[src/rtl/lcd_bus_responder_if.sv]
// CPU load/store bus as seen by a memory-mapped peripheral.
interface lcd_bus_responder_if;
    logic        we;
    logic        re;
    logic [31:0] addr;
    logic [31:0] wdata;
    logic [31:0] rdata;
    logic        hit;

    modport master (output we, re, addr, wdata, input rdata, hit);
    modport slave  (input we, re, addr, wdata, output rdata, hit);
endinterface

[src/rtl/lcd_bus_responder.sv]
// Bus responder that queues LCD bytes in a 4-entry FIFO and plays them out
// as HD44780 write cycles (setup, enable pulse, hold, execution wait).
module lcd_bus_responder #(
    parameter logic [31:0] BASE_ADDR   = 32'h1000_4000,
    parameter int          T_AS        = 3,
    parameter int          T_PW        = 25,
    parameter int          T_HOLD      = 3,
    parameter int          T_EXEC      = 2000,
    parameter int          T_EXEC_LONG = 82000
) (
    input  logic                 i_clk,
    input  logic                 i_rst_n,
    lcd_bus_responder_if.slave   bus,
    output logic                 o_busy,
    output logic [31:0]          o_io_lcd
);
    localparam int CW = $clog2(T_AS + T_PW + T_HOLD + T_EXEC + T_EXEC_LONG + 1);

    typedef enum logic [2:0] {IDLE, SETUP, PULSE, HOLD, EXEC} state_t;

    logic [8:0]    fifo_mem [4];
    logic [1:0]    wr_ptr_reg, rd_ptr_reg;
    logic [2:0]    count_reg;
    logic          overflow_reg, on_reg, en_reg, rs_reg;
    logic [7:0]    data_reg;
    state_t        state_reg;
    logic [CW-1:0] cnt_reg;

    logic       hit_data, hit_ctrl, ctrl_wr, fifo_empty, fifo_full;
    logic       pop, push, drop, long_cmd;
    logic [8:0] head;
    logic       unused_wdata;

    assign hit_data   = (bus.addr == BASE_ADDR);
    assign hit_ctrl   = (bus.addr == BASE_ADDR + 32'd4);
    assign bus.hit    = hit_data | hit_ctrl;
    assign ctrl_wr    = bus.we & hit_ctrl;
    assign fifo_empty = (count_reg == 3'd0);
    assign fifo_full  = (count_reg == 3'd4);
    assign pop        = (state_reg == IDLE) & ~fifo_empty;
    // A full FIFO still accepts a write when the sequencer frees a slot on the same edge.
    assign push       = bus.we & hit_data & (~fifo_full | pop);
    assign drop       = bus.we & hit_data & fifo_full & ~pop;
    assign head       = fifo_mem[rd_ptr_reg];
    assign long_cmd   = ~rs_reg & (data_reg != 8'h00) & (data_reg < 8'h04);
    assign unused_wdata = ^bus.wdata[31:9];

    assign o_busy   = ~fifo_empty | (state_reg != IDLE);
    assign o_io_lcd = {on_reg, 20'b0, en_reg, rs_reg, 1'b0, data_reg};

    always_comb begin
        bus.rdata = 32'b0;
        if (bus.re && hit_data)
            bus.rdata = {25'b0, count_reg, overflow_reg, fifo_empty, fifo_full, o_busy};
        else if (bus.re && hit_ctrl)
            bus.rdata = {31'b0, on_reg};
    end

    always_ff @(posedge i_clk) begin
        if (push)
            fifo_mem[wr_ptr_reg] <= bus.wdata[8:0];
    end

    always_ff @(posedge i_clk or negedge i_rst_n) begin
        if (!i_rst_n) begin
            wr_ptr_reg   <= 2'd0;
            rd_ptr_reg   <= 2'd0;
            count_reg    <= 3'd0;
            overflow_reg <= 1'b0;
            on_reg       <= 1'b0;
        end else begin
            if (push) wr_ptr_reg <= wr_ptr_reg + 2'd1;
            if (pop)  rd_ptr_reg <= rd_ptr_reg + 2'd1;
            case ({push, pop})
                2'b10:   count_reg <= count_reg + 3'd1;
                2'b01:   count_reg <= count_reg - 3'd1;
                default: count_reg <= count_reg;
            endcase
            if (ctrl_wr && bus.wdata[1])
                overflow_reg <= 1'b0;
            else if (drop)
                overflow_reg <= 1'b1;
            if (ctrl_wr)
                on_reg <= bus.wdata[0];
        end
    end

    always_ff @(posedge i_clk or negedge i_rst_n) begin
        if (!i_rst_n) begin
            state_reg <= IDLE;
            cnt_reg   <= '0;
            en_reg    <= 1'b0;
            rs_reg    <= 1'b0;
            data_reg  <= 8'h00;
        end else begin
            case (state_reg)
                IDLE: begin
                    if (pop) begin
                        rs_reg    <= head[8];
                        data_reg  <= head[7:0];
                        cnt_reg   <= CW'(T_AS - 1);
                        state_reg <= SETUP;
                    end
                end
                SETUP: begin
                    if (cnt_reg == '0) begin
                        en_reg    <= 1'b1;
                        cnt_reg   <= CW'(T_PW - 1);
                        state_reg <= PULSE;
                    end else begin
                        cnt_reg <= cnt_reg - CW'(1);
                    end
                end
                PULSE: begin
                    if (cnt_reg == '0) begin
                        en_reg    <= 1'b0;
                        cnt_reg   <= CW'(T_HOLD - 1);
                        state_reg <= HOLD;
                    end else begin
                        cnt_reg <= cnt_reg - CW'(1);
                    end
                end
                HOLD: begin
                    if (cnt_reg == '0) begin
                        cnt_reg   <= long_cmd ? CW'(T_EXEC_LONG - 1) : CW'(T_EXEC - 1);
                        state_reg <= EXEC;
                    end else begin
                        cnt_reg <= cnt_reg - CW'(1);
                    end
                end
                EXEC: begin
                    if (cnt_reg == '0)
                        state_reg <= IDLE;
                    else
                        cnt_reg <= cnt_reg - CW'(1);
                end
                default: state_reg <= IDLE;
            endcase
        end
    end
endmodule

[src/flat_wrapper.sv]
// flat-port wrapper written by rule: the top's interface ports become plain ports
module lcd_bus_responder_flat 
#(
    parameter logic [31:0] BASE_ADDR   = 32'h1000_4000,
    parameter int          T_AS        = 3,
    parameter int          T_PW        = 25,
    parameter int          T_HOLD      = 3,
    parameter int          T_EXEC      = 2000,
    parameter int          T_EXEC_LONG = 82000
)
  (i_clk, i_rst_n, o_busy, o_io_lcd, bus_we, bus_re, bus_addr, bus_wdata, bus_rdata, bus_hit);
  lcd_bus_responder_if bus_i ();
  input  logic i_clk;
  input  logic i_rst_n;
  output logic o_busy;
  output logic [31:0] o_io_lcd;
  input wire logic [$bits(bus_i.we)-1:0] bus_we;
  input wire logic [$bits(bus_i.re)-1:0] bus_re;
  input wire logic [$bits(bus_i.addr)-1:0] bus_addr;
  input wire logic [$bits(bus_i.wdata)-1:0] bus_wdata;
  output wire logic [$bits(bus_i.rdata)-1:0] bus_rdata;
  output wire logic [$bits(bus_i.hit)-1:0] bus_hit;
  assign bus_i.we = bus_we;
  assign bus_i.re = bus_re;
  assign bus_i.addr = bus_addr;
  assign bus_i.wdata = bus_wdata;
  assign bus_rdata = bus_i.rdata;
  assign bus_hit = bus_i.hit;
  lcd_bus_responder #(.BASE_ADDR(BASE_ADDR), .T_AS(T_AS), .T_PW(T_PW), .T_HOLD(T_HOLD), .T_EXEC(T_EXEC), .T_EXEC_LONG(T_EXEC_LONG)) u_core (.i_clk(i_clk), .i_rst_n(i_rst_n), .bus(bus_i), .o_busy(o_busy), .o_io_lcd(o_io_lcd));
endmodule
[config.mk]
export PLATFORM = sky130hd
export DESIGN_NAME = lcd_bus_responder_flat
export DESIGN_NICKNAME = d
export VERILOG_FILES = /design/src/rtl/lcd_bus_responder_if.sv /design/src/rtl/lcd_bus_responder.sv /design/src/flat_wrapper.sv
export SDC_FILE = /design/constraint.sdc
export NUM_CORES = 1
export LEC_CHECK = 0
export ABC_AREA = 1
export CAP_MARGIN = 20
export CORE_MARGIN = 2
export CORE_UTILIZATION = 42
export DETAILED_ROUTE_END_ITERATION = 16
export GPL_ROUTABILITY_DRIVEN = 1
export HOLD_SLACK_MARGIN = 0.12
export PLACE_DENSITY = 0.77
export RECOVER_POWER = 25
export SLEW_MARGIN = 25
export SYNTH_ARGS = -nofsm -noshare
export SYNTH_HDL_FRONTEND = slang
export SYNTH_SLANG_ARGS = --single-unit
[constraint.sdc]
create_clock -name i_clk -period 1.9 [get_ports i_clk]
set_clock_uncertainty 0.15 [all_clocks]
set_input_delay 0.19 -clock i_clk [delete_from_list [all_inputs] [get_ports i_clk]]
set_output_delay 0.19 -clock i_clk [all_outputs]
set_load 0.03 [all_outputs]
==> qor.yml <==
outcome: "complete, no violations"
ant_nets: 0
powerDensity_nw_per_um2: 569
crit_start: "u_core.state_reg[1]"
die_w_um: 104
setup_viol: 0
ir_drop_v: 0.000592
grt_pass1_wl_um: 16400
maxSlewViolCount: 0
largest_reg_flops: 36
antenna_found_initial: 0
insertion_delay_ns: 0.35
synth_top_family_by_area: "simple AND/OR/NAND/NOR gates"
synth-xor-area-share_pct: 3.31
yosysWarnings: 0
cp-end-kind: "register"
row_count: 36
tightest_slew_ns: 1.23
cts_max_level: 3
seq_area_um2: 2060
synthSimpleGateAreaFrac_pct: 23.1
max_slew_margin_pct: 18.1
drv_cap: 0
cp_data_arrival_time_ns: 2.01
antenna_cells: 0
worstReg2RegEnd: "u_core.count_reg[2]"
area_delta_synth_final_pct: 33.7
async_flop_share_pct: 52.0
numCtsBuffers: 9
reg2reg_from: "u_core.state_reg[1]"
die_area_um2: 10900
synth_compound_area_share_pct: 8.66
cp-start-kind: "register"
clockBufferDepth: 2
place_hpwl_um: 7080
drtIter0Drc: 163
ys_seq_area_share_pct: 48.6
synth_flop_cell: "dfrtp_1"
dp.cells: 717
grt_pass1_vias: 3654
cts.clk_slew.worst_paths_ns: 0.09
fillers: 814
yosysTopAreaCellShare_pct: 25.5
cts_sinks: 75
total_leakage_power_nw: 2.56
r2r_slack_ns: 0.003
crit_fanout: 3
syn_inst: 498
layout.nets: 703
drc: 0
synth-edff-count: 36
fin_crit_sh_pct: 99.8
synth_area_per_cell_um2: 8.50
cts_root_buffer: "clkbuf_8"
post-synth-top-area-cell: "edfxtp_1"
cts_tree: "yes"
die_h_um: 104
rsz0062_at_grt: "yes"
wl_um: 10700
synth-seq-cells: 75
grt_max_degree: 22
cp.required_ns: 2.01
avgRoutedWirePerCell_um: 13.9
syn_area_um2: 4230
ios: 134
gr-total-overflow: 0
core-area_um2: 9770
crit_type: "reg2reg"
min_path_type: "reg2reg"
cp-endpoint: "u_core.count_reg[2]"
synthTopCellsByArea: "edfxtp_1 26%, dfrtp_1 23%, nor2_1 9.1%"
via_per_inst: 4.90
io_buffers: 64
clock.fmax_mhz: 527
detail_route.first_pass.iterations: 5
track_usage_pct: 18.5
total_power_mw: 3.22
hold_violations: 0
period_minus_slack_ns: 1.90
place_congestion: 0.840
synth_mux_area_share_pct: 0.266
reg2reg_depth: 13
synthAdderAreaFrac_pct: 1.95
drive_gt1_share_pct: 26.5
via_count: 3761
start_util_pct: 43.3
multi_input_area_um2: 1910
final_cells: 767
netlist-cell-type-count: 38
## where the power goes
part           internal, mW  total [mW]  switching [mW]
Sequential             1.70        1.70    0.0000000192
Clock                 0.614        1.24           0.622
Combinational        0.0853       0.279           0.194
Total                  2.40        3.22           0.816
## cells by family after synthesis
| kind of cell | Yosys count |
|---|---|
| AO/OA/AOI/OAI | 63 |
| XOR/XNOR | 16 |
| adder cells (fa/ha/maj) | 6 |
| buffers and inverters | 104 |
| flip-flops | 75 |
| multiplexers | 1 |
| other | 1 |
| AND/OR/NAND/NOR | 232 |
## layer usage
layer  part of all wire, %  vias to the layer above  track usage [%]
met4                   2.2                        0             5.79
met1                    38                     1793             21.2
met3                   5.7                       28             4.76
li1                      -                     1768                -
met2                    54                      172             33.6
met5                     0                        -                0
## worst min-delay path by stage
stage / startpoint / slack [ns] / to / depth (start not counted)
6_report: u_core.en_reg / 0.37 / u_core.en_reg / 2
3_3_place_gp: i_rst_n / 0.02 / u_core.data_reg[0] / 1
3_5_place_dp: i_rst_n / 0.04 / u_core.data_reg[1] / 1
4_1_cts: i_rst_n / 0.20 / u_core.count_reg[0] / 2
5_1_grt: u_core.en_reg / 0.40 / u_core.en_reg / 2
2_1_floorplan: i_rst_n / -0.26 / u_core.cnt_reg[0] / 0
## synthesized netlist by cell type, types with 6 or more instances
master / count
inv_1: 40
dfrtp_1: 39
nand2_1: 90
edfxtp_1: 36
a21oi_1: 9
o21ai_0: 35
xor2_1: 13
inv_2: 6
buf_4: 50
nand3_1: 16
nor2_1: 103
## layout by cell type, fill, tap and decap left out, types with 4 or more instances in the layout
master and n:
nor2_4 5, nor2_1 91, nand2_1 74, o21ai_0 27
o22ai_1 5, inv_1 32, nand3_1 16, inv_2 13
a21oi_1 6, edfxtp_1 36, clkbuf_8 9, conb_1 46
nor2_2 14, dlygate4sd2_1 6, o21ai_1 8, xor2_1 13
dfrtp_1 39, dlygate4sd3_1 10, clkbuf_2 5, buf_4 67
nand2_4 4, nand2_2 16, o21ai_2 4, clkdlybuf4s50_1 13
a31oi_1 5, buf_6 8, ha_1 4, clkdlybuf4s15_1 18
## metrics by stage
step	setup WS (ns)	instance area, µm²	util, %	hold slack (ns)	setup TNS (ns)
2_1_floorplan	-0.0692	4410	-	-0.256	-2.49
5_1_grt	-0.119	5660	57.9	0.399	-3.48
3_3_place_gp	-0.285	5040	51.6	0.0181	-11.37
4_1_cts	0.0000742	5370	54.9	0.200	0
3_5_place_dp	-0.336	5040	51.6	0.0366	-13.91
6_report	0.00328	5660	57.9	0.368	0
## critical path, stage by stage, from the launching register on
cell and delay [ns]:
dfrtp_1 0.40, nor2_2 0.15, inv_2 0.06, nor2_4 0.13
nand2_2 0.07, inv_2 0.08, nand2_2 0.07, fa_2 0.36
inv_2 0.06, nand2_2 0.05, nand2_1 0.06, nand2_1 0.05
nand2_1 0.06, inv_1 0.04
## layout make-up
class	instances	share of cell area, %
repair buffers	132	20.2
clock buffers	9	2.19
inverters	47	3.30
flip-flops and latches	75	36.4
well taps	133	2.94
clock inverters	7	1.28
multi-input cells	364	33.7
## what timing repair did
action | CTS | global route
cloned | 0 | 0
endpoints found under the setup margin | 15 | 65
endpoints found under the hold margin | 39 | 0
pin swaps | 15 | 46
setup buffers | 18 | 15
resized for setup | 38 | 95
hold buffers | 1 | 0
No activity file was read; power rests on OpenSTA's default activity.
==> RTL change 1, RTL diff (same settings) <==
Make the reset (`i_rst_n`) synchronous in 2 clocked blocks.
--- a/src/rtl/lcd_bus_responder.sv
+++ b/src/rtl/lcd_bus_responder.sv
@@ -61,7 +61,7 @@
             fifo_mem[wr_ptr_reg] <= bus.wdata[8:0];
     end
 
-    always_ff @(posedge i_clk or negedge i_rst_n) begin
+    always_ff @(posedge i_clk) begin
         if (!i_rst_n) begin
             wr_ptr_reg   <= 2'd0;
             rd_ptr_reg   <= 2'd0;
@@ -85,7 +85,7 @@
         end
     end
 
-    always_ff @(posedge i_clk or negedge i_rst_n) begin
+    always_ff @(posedge i_clk) begin
         if (!i_rst_n) begin
             state_reg <= IDLE;
             cnt_reg   <= '0;
Function: differs if i_rst_n is asserted again (counterexample within 4 cycles, from zero or initial values and one cycle with i_rst_n low); with i_rst_n held inactive, the same outputs for 10 cycles.
==> RTL change 1 against the unedited design <==
Routed wire length down 0.67%; setup slack gained 0.050 ns; final area fell by 1.0%; sequential cell count unchanged; sequential share of layout area is 2.9 points lower; final cell count rose by 3.7%; first-iteration DRC count rose by 32%; global-route usage grew 0.72 points; area after synthesis up 1.0%.
Power is not compared: it rests on default switching activity, and its combinational part moved more than twofold at a synthesized area within 25%.
==> RTL change 1: results <==
[run_status]
status = complete, no violations

[global_route]
grt_pass1_wl_um = 16900
grt_max_degree = 20
grt_pass1_vias = 3783

[cells_and_area]
clkbuf_count = 10
num-multi-input-gates = 417
fillers = 838
n_all_buffers = 106
finalNetCount = 732
multi_input_area_share = 0.3916
drive_gt1_frac = 0.2251

[detailed_routing]
wl_per_cell_um = 13.33
vias = 3957

[sta]
holdWs_ns = 0.3134
post-route-worst-setup-slack_ns = 0.05288

[logic_synthesis]
synth_cell_type_count = 39
yosys_most_used_dff = dfxtp_1
synth_commonest_cells = 107 x nor2_1, 106 x nand2_1, 49 x buf_4, 45 x inv_1, 42 x o21ai_0
syn_avg_cell_area_sq_um = 7.703
ys_seq_area_frac = 0.4355
ys_top_cells_by_area = edfxtp_1 25%, dfxtp_1 18%, nor2_1 9.4%
synth-async-reset-ratio = 0

[place]
place_congestion = 0.8649
hpwl_um = 7845
dp_slack_ns = -0.4763

[worst_hold_path]
hold_class = input pin to flip-flop
worstHoldPathCells = 10
min-delay-start = bus_addr[1]

[worst_setup_path]
reg2reg_depth = 12
path_max_fanout = 6
r2r-end = u_core.cnt_reg[9]

[clock_tree]
post_cts_buffers = 5
cts.repair.resized = 55
[RTL change 1: layer usage]
| metal | global-route usage | wire length [um] | vias up |
|---|---|---|---|
| met2 | 0.3488 | 5440 | 178 |
| met1 | 0.2130 | 4140 | 1842 |
| met4 | 0.07048 | 258 | 0 |
| met3 | 0.05365 | 759 | 31 |
| met5 | 0 | 0 | - |
| li1 | - | - | 1906 |
[RTL change 1: logic make-up (layout without fill, tap and decap cells)]
group,after synthesis,in the layout,share of synthesized area
xor gates and xnor gates,11,11,0.02253
AOI/OAI and AO/OA,84,84,0.1074
adders and majority gates,7,7,0.02224
and+or+nand+nor,269,269,0.2698
other,1,46,0.0008771
buffers and inverters,108,170,0.1416
DFF,75,75,0.4355
[RTL change 1: where the power goes]
| part | switching (mW) | internal [mW] | total, mW |
|---|---|---|---|
| Clock | 0.607 | 0.789 | 1.40 |
| Sequential | 0.299 | 2.00 | 2.30 |
| Combinational | 3.46 | 2.33 | 5.79 |
==> RTL change 2, RTL diff (config.mk and constraints unchanged) <==
Made on the original files. `T_HOLD` is set to 3 in 2 places; all go to 6.
--- a/src/rtl/lcd_bus_responder.sv
+++ b/src/rtl/lcd_bus_responder.sv
@@ -4,7 +4,7 @@
     parameter logic [31:0] BASE_ADDR   = 32'h1000_4000,
     parameter int          T_AS        = 3,
     parameter int          T_PW        = 25,
-    parameter int          T_HOLD      = 3,
+    parameter int          T_HOLD      = 6,
     parameter int          T_EXEC      = 2000,
     parameter int          T_EXEC_LONG = 82000
 ) (
--- a/src/flat_wrapper.sv
+++ b/src/flat_wrapper.sv
@@ -4,7 +4,7 @@
     parameter logic [31:0] BASE_ADDR   = 32'h1000_4000,
     parameter int          T_AS        = 3,
     parameter int          T_PW        = 25,
-    parameter int          T_HOLD      = 3,
+    parameter int          T_HOLD      = 6,
     parameter int          T_EXEC      = 2000,
     parameter int          T_EXEC_LONG = 82000
 )
Function: no difference found for any inputs over 10 cycles, from zero or initial values and one cycle with i_rst_n low; that may be too few to reach the edited logic, so the function may still have changed.
==> RTL change 2 against the unedited design <==
Non-clock buffer count increased by 7; highest routed layer unchanged; critical path depth decreased by 2; setup slack improved by 0.012 ns; final area increased by 2.1%; routed wire length decreased by 0.18%; maximum frequency increased by 0.63%; sequential power about the same; die area increased by 2.8%; area after synthesis increased by 2.9%; total power decreased by 1.6%; sequential cell count unchanged.
==> RTL change 2: results <==
[run_status]
status = complete, no violations

[logic_synthesis]
synthAdderAreaFrac = 0.01897
ys_seq_area_frac = 0.4724
synth_commonest_cells = 129 x nand2_1, 98 x nor2_1, 49 x buf_4, 39 x dfrtp_1, 36 x edfxtp_1
synth_compound_area_frac = 0.06580
synthMuxAreaShare = 0.002586
synth_cell_type_count = 35
syn-instance-count = 532
synth_xor_area_frac = 0.02615
ys_top_cells_by_area = edfxtp_1 25%, dfrtp_1 22%, nand2_1 11%

[detailed_routing]
vias = 3817
wirelength_um = 10650
via_per_inst = 4.712
initialDrtViolationCount = 207

[global_route]
grt_pass1_vias = 3662
grt_max_degree = 21
grt_use_total = 0.1880
grt_pass1_wl_um = 16850

[cells_and_area]
fillers = 865
drive_gt1_frac = 0.3086

[sta]
relSlewSlack = 0.2212

[power_and_ir_drop]
leakagePower_nw = 2.662
irDropWorstVdd_uv = 543.8

[worst_setup_path]
cp_top_family = simple AND/OR/NAND/NOR gates
reg2reg_depth = 11
r2r-end = u_core.cnt_reg[9]
crit_start = u_core.cnt_reg[0]

[clock_tree]
clockBufferDepth = 2

[place]
place_congestion = 0.8615
[RTL change 2: cells by family (layout without fill, tap and decap cells)]
| family | count (synthesis) | after routing |
|---|---|---|
| AND/OR/NAND/NOR | 281 | 281 |
| buffers and inverters | 105 | 202 |
| flip-flops | 75 | 75 |
| AO/OA/AOI/OAI | 50 | 50 |
| XOR/XNOR | 13 | 13 |
| adder cells (fa/ha/maj) | 6 | 6 |
| other | 1 | 46 |
| multiplexers | 1 | 1 |
[RTL change 2: worst reg2reg max path, delay by kind of cell (launching register included)]
family	cells	cell delay, ns
simple gates	7	0.72
flops	1	0.40
buf+inv	3	0.30
xor+xnor	1	0.21
[RTL change 2: power breakdown]
part,switching (mW),internal [mW],leakage (nW)
logic,0.190,0.0763,1.78
clock network,0.687,0.510,0.0922
registers,0.0000000209,1.70,0.785
[RTL change 2: worst min path at each step]
stage               slack [ns]                  to  cells after the start         startpoint
global placement          0.01   u_core.cnt_reg[1]                      1            i_rst_n
detailed placement        0.03   u_core.cnt_reg[0]                      1            i_rst_n
global route              0.39   u_core.cnt_reg[8]                      2  u_core.cnt_reg[8]
CTS                       0.17  u_core.data_reg[4]                      2            i_rst_n
floorplan                -0.26   u_core.cnt_reg[0]                      0            i_rst_n
finish                    0.36       u_core.en_reg                      2      u_core.en_reg
[RTL change 2: cell type report]
class	instances	area, sq um	area share
Sequential cell	75	2057	0.3559
Inverter	47	183.9	0.03183
Clock inverter	7	66.31	0.01147
Multi-Input combinational cell	397	2078	0.3596
Timing Repair Buffer	139	1100	0.1903
Clock buffer	9	123.9	0.02143
Tap cell	136	170.2	0.02944
[RTL change 2: per-layer routing]
metal	track usage	vias to the layer above	part of all wire
li1	-	1885	-
met2	0.3249	125	0.52
met4	0.07049	0	0.022
met3	0.03711	24	0.052
met5	0	-	0
met1	0.2321	1783	0.40
[RTL change 2: through the flow]
stage / instance area (sq um) / worst slack [ns] / util / total power, mW
floorplan: 4529 / -0.02216 / - / 1.947
global placement: 5220 / -0.3258 / 0.5125 / 2.000
detailed placement: 5220 / -0.4042 / 0.5125 / 2.006
CTS: 5593 / -0.004339 / 0.5491 / 3.193
global route: 5779 / -0.1171 / 0.5674 / 3.279
finish: 5779 / 0.01520 / 0.5674 / 3.165
[RTL change 2: repair_timing]
item / 4_1_cts / 5_1_grt
gates resized for setup: 47 / 107
endpoints found under the hold margin: 39 / 0
cloned: 0 / 0
pin swaps: 14 / 51
hold buffers: 1 / 0
endpoints found under the setup margin: 24 / 68
setup buffers: 22 / 12
